==> config.mk <==
export PLATFORM = sky130hd
export DESIGN_NAME = serial_feeder
export DESIGN_NICKNAME = d
export VERILOG_FILES = /design/src/rtl/serial_feeder.sv
export SDC_FILE = /design/constraint.sdc
export NUM_CORES = 1
export LEC_CHECK = 0
export CAP_MARGIN = 15
export CORE_ASPECT_RATIO = 2
export CORE_MARGIN = 8
export CORE_UTILIZATION = 35
export CTS_BUF_LIST = sky130_fd_sc_hd__clkbuf_4
export CTS_CLUSTER_DIAMETER = 50
export DETAILED_ROUTE_END_ITERATION = 6
export SETUP_SLACK_MARGIN = 0.2
export SLEW_MARGIN = 15
export SYNTH_ARGS = -nofsm -noshare
export SYNTH_HDL_FRONTEND = slang
export SYNTH_SLANG_ARGS = --single-unit
==> constraint.sdc <==
create_clock -name clk -period 1.6 [get_ports clk]
set_input_delay 0.16 -clock clk [delete_from_list [all_inputs] [get_ports clk]]
set_output_delay 0.16 -clock clk [all_outputs]
set_load 0.03 [all_outputs]
==> src/rtl/serial_feeder.sv <==
// Parallel-to-serial front end: buffers one WIDTH-bit word and shifts words out
// one bit per clock, back-to-back, with word-boundary pulses for the detector.
module serial_feeder #(
    parameter int WIDTH     = 8,
    parameter bit MSB_FIRST = 1'b1,
    parameter bit IDLE_BIT  = 1'b0
) (
    input  logic             clk,
    input  logic             rst_n,
    input  logic [WIDTH-1:0] in_data,
    input  logic             in_valid,
    output logic             in_ready,
    input  logic             abort,
    output logic             ser_data,
    output logic             ser_valid,
    output logic             word_start,
    output logic             word_done,
    output logic             busy
);

    localparam int CW = $clog2(WIDTH);
    localparam logic [CW-1:0] LAST = CW'(WIDTH - 1);

    typedef enum logic {
        IDLE,
        SHIFT
    } state_t;

    state_t           state, state_nxt;
    logic [WIDTH-1:0] hold, hold_nxt;
    logic             hold_full, hold_full_nxt;
    logic [WIDTH-1:0] sh, sh_nxt;
    logic [CW-1:0]    cnt, cnt_nxt;
    logic             ready_q;
    logic             accept;

    function automatic logic [WIDTH-1:0] advance(input logic [WIDTH-1:0] v);
        if (MSB_FIRST) return {v[WIDTH-2:0], 1'b0};
        else           return {1'b0, v[WIDTH-1:1]};
    endfunction

    // ready_q mirrors !hold_full except while in reset, so it also gates accepts
    assign accept = in_valid && ready_q && !abort;

    always_ff @(posedge clk or negedge rst_n) begin
        if (!rst_n) begin
            state     <= IDLE;
            hold      <= '0;
            hold_full <= 1'b0;
            sh        <= '0;
            cnt       <= '0;
            ready_q   <= 1'b0;
        end else begin
            state     <= state_nxt;
            hold      <= hold_nxt;
            hold_full <= hold_full_nxt;
            sh        <= sh_nxt;
            cnt       <= cnt_nxt;
            ready_q   <= !hold_full_nxt;
        end
    end

    always_comb begin
        state_nxt     = state;
        hold_nxt      = hold;
        hold_full_nxt = hold_full;
        sh_nxt        = sh;
        cnt_nxt       = cnt;

        if (accept) begin
            hold_nxt      = in_data;
            hold_full_nxt = 1'b1;
        end

        case (state)
            IDLE: begin
                if (hold_full) begin
                    sh_nxt        = hold;
                    hold_full_nxt = 1'b0;
                    cnt_nxt       = '0;
                    state_nxt     = SHIFT;
                end
            end
            SHIFT: begin
                if (cnt == LAST) begin
                    cnt_nxt = '0;
                    if (hold_full) begin
                        // Reload on the last bit so the next word follows with no gap
                        sh_nxt        = hold;
                        hold_full_nxt = 1'b0;
                    end else begin
                        state_nxt = IDLE;
                    end
                end else begin
                    sh_nxt  = advance(sh);
                    cnt_nxt = cnt + CW'(1);
                end
            end
            default: state_nxt = IDLE;
        endcase

        if (abort) begin
            hold_full_nxt = 1'b0;
            state_nxt     = IDLE;
            cnt_nxt       = '0;
        end
    end

    assign in_ready   = ready_q;
    assign ser_valid  = (state == SHIFT);
    assign ser_data   = (state == SHIFT) ? (MSB_FIRST ? sh[WIDTH-1] : sh[0]) : IDLE_BIT;
    assign word_start = (state == SHIFT) && (cnt == '0);
    assign word_done  = (state == SHIFT) && (cnt == LAST);
    assign busy       = hold_full || (state == SHIFT);

endmodule
==> impl_metrics.tcl <==
set metrics [dict create \
    cp_common_cell "ha_4" \
    drtIter0Drc 5 \
    drc 0 \
    routed_wirelength_um 2066 \
    syn_area_mm2 0.001061 \
    arrival_ns 1.35 \
    fmax_ghz 0.6635 \
    setup_viol_count_final 0 \
    grt_pass1_wl_um 3470 \
    endpoint "word_done" \
    fill_cells 276 \
    r2r_cells 5 \
    ant_nets 0 \
    post-route-util 0.4826 \
    layoutNonFillerInstCount 135 \
    port_buffers 17 \
    worstReg2RegEnd "cnt[0]$_DFFE_PN0P_" \
    drive_gt1_frac 0.4952 \
    tritoncts "built" \
    netlist_top_cells_area "dfrtp_1 52%, mux2_2 20%, mux2_4 5.7%" \
    postSynthCellCount 78 \
    htreeDepth 1 \
    start_util 0.3605 \
    worstSetupStartpointType "flip-flop" \
    drt_pass1_iterations 4 \
    grt_max_degree 23 \
    reg2reg_from "cnt[1]$_DFFE_PN0P_" \
    antenna_found_initial 0 \
    final.setup.tns_ns 0 \
    total_leakage_power_nw 0.6206 \
    dp_slack_ns 0.05485 \
    clock_sinks 22 \
    ir_worst_vdd_uv 609.8 \
    hold_viol_final 0 \
    top_level_ports 18 \
    synth_top_cell_area_share 0.5189 \
    power_density_mw_per_mm2 1124 \
    drv_cap 0 \
    slowest_delay_ns 0.44 \
    syn_to_final_growth_pct 33.84 \
    stdcell_area_mm2 0.001420 \
    wl_per_cell_um 15.30 \
    ys_warn_count 0 \
    nets 122 \
    via_count 671 \
    die_x_um 54.93 \
    cts_buffer_depth 2 \
    slowest_stage "dfrtp_1" \
    slew_headroom 0.7999 \
    fin_ws_ns 0.09280 \
    grt_pass1_vias 773 \
    cp.required_ns 1.44 \
    cp-end-kind "primary output" \
    clk_pin_slew_ns 0.12 \
    syn_nets 94 \
    diodes 0 \
    fin_crit_ns 1.507 \
    cts-root-buf "clkbuf_4" \
    overflow 0 \
    yosys.area.top_type "dfrtp_1" \
    whs_ns 0.1872 \
    place_area_mm2 0.001284 \
    ys_types 20 \
    core-area_mm2 0.002943 \
    path_cells "ha_4, ha_4, and2_4, buf_6" \
    row_count 28 \
    cts_made_buffers 3 \
    dieArea_mm2 0.005156 \
    total_power_mw 1.596 \
    startpoint "cnt[1]$_DFFE_PN0P_" \
    tightest_slew_ns 0.3013 \
    hold_buffers 0 \
    clock_insertion_delay_worst_skew_ns 0.30 \
    cp_max_fo 3 \
    routabilityCongestion 0.7413 \
    fin_crit_sh 0.9420 \
    grt_setup_unrepaired "true" \
    numPlacedInstances 126 \
    hpwl_um 1450 \
    ys_seq_area_frac 0.5189 \
    drv_slew 0 \
    r2r_slack_ns 0.12 \
    via_per_inst 4.970 \
    fp.dieH_um 93.87 \
    yosys_register_bits 22 \
    grt_usage 0.09258 \
    hold_path.class "in2async" \
    skew_ns 0.0004734 \
    status "complete, no violations" \
    critPathKind "reg2out" \
    postSynthAreaPerCell_um2 13.60 \
]
-- state kept, by name (all words and copies together), names as in the netlist --
signal and count:
cnt 3, ser_valid 1, hold_full 1, hold 8, sh 8, in_ready 1
-- worst min path at each step --
stage	endpoint	cells after the start	from
after global routing	sh[0]$_DFF_PN0_	2	rst_n
after detailed placement	hold[3]$_DFFE_PN0N_	1	hold[3]$_DFFE_PN0N_
after floorplan	cnt[0]$_DFFE_PN0P_	0	rst_n
after global placement	hold[2]$_DFFE_PN0N_	1	hold[2]$_DFFE_PN0N_
after CTS	hold[2]$_DFFE_PN0N_	2	rst_n
final	hold[4]$_DFFE_PN0N_	2	rst_n
-- cells by family (layout without fill, tap and decap cells) --
logic type               Yosys count  after routing  synth area share
multiplexers                      23             23            0.2583
buffers and inverters              7             33           0.04362
AND/OR/NAND/NOR                   16             17            0.1014
adder cells (fa/ha/maj)            4              4           0.04717
flip-flops                        22             22            0.5189
AO/OA/AOI/OAI                      6              6           0.03066
-- layout by cell type (no fill, tap or decap), drive strengths merged --
cell / netlist / layout
mux2: 23 / 23
nor2: 1 / 1
or2: 1 / 1
a21oi: 5 / 5
dlygate4sd2: 0 / 2
clkdlybuf4s50: 0 / 11
nand2b: 1 / 2
clkbuf: 1 / 4
ha: 4 / 4
and2: 3 / 3
inv: 3 / 3
dfrtp: 22 / 22
buf: 3 / 12
nand3b: 3 / 3
a21o: 1 / 1
nand2: 3 / 3
bufinv: 0 / 1
or3b: 4 / 4
-- Yosys cell counts (all sizes together) --
master,instances
inv,3
nor2,1
mux2,23
ha,4
or3b,4
clkbuf,1
dfrtp,22
nand3b,3
a21oi,5
a21o,1
nand2,3
buf,3
and2,3
or2,1
nand2b,1
-- where the power goes --
group | leakage (nW) | switching (mW) | internal [mW]
clock | 0.0279 | 0.166 | 0.253
combinational | 0.325 | 0.139 | 0.270
sequential | 0.268 | 0.0736 | 0.694
-- critical path, delay by kind of cell, from the launching register on --
kind | cells | cell delay, ns
adder cells (fa/ha/maj) | 2 | 0.34
AND/OR/NAND/NOR | 1 | 0.13
flip-flops | 1 | 0.44
buffers and inverters | 1 | 0.13
-- per-layer routing --
metal	part of all wire	up-vias	wire, um	global-route usage
met3	0.034	5	71	0.006349
met5	0	-	0	0
met2	0.58	15	1189	0.1644
met1	0.35	328	728	0.08918
li1	-	323	-	-
met4	0.037	0	76	0.07258
-- repair_timing --
item | CTS | global route
endpoints found under the setup margin | 14 | 11
setup buffers | 1 | 3
gates resized for setup | 20 | 11
pin swaps | 2 | 3
gates cloned | 1 | 0
-- layout make-up --
type / count / area, um2 / area share
clock buffer: 3 / 22.52 / 0.01586
clock inverter: 1 / 30.03 / 0.02115
inverter: 3 / 11.26 / 0.007930
multi-input combinational: 50 / 536.8 / 0.3780
sequential: 22 / 551.8 / 0.3885
tap: 30 / 37.54 / 0.02643
timing repair buffer: 26 / 230.2 / 0.1621
No activity file was read; power rests on OpenSTA's default activity.
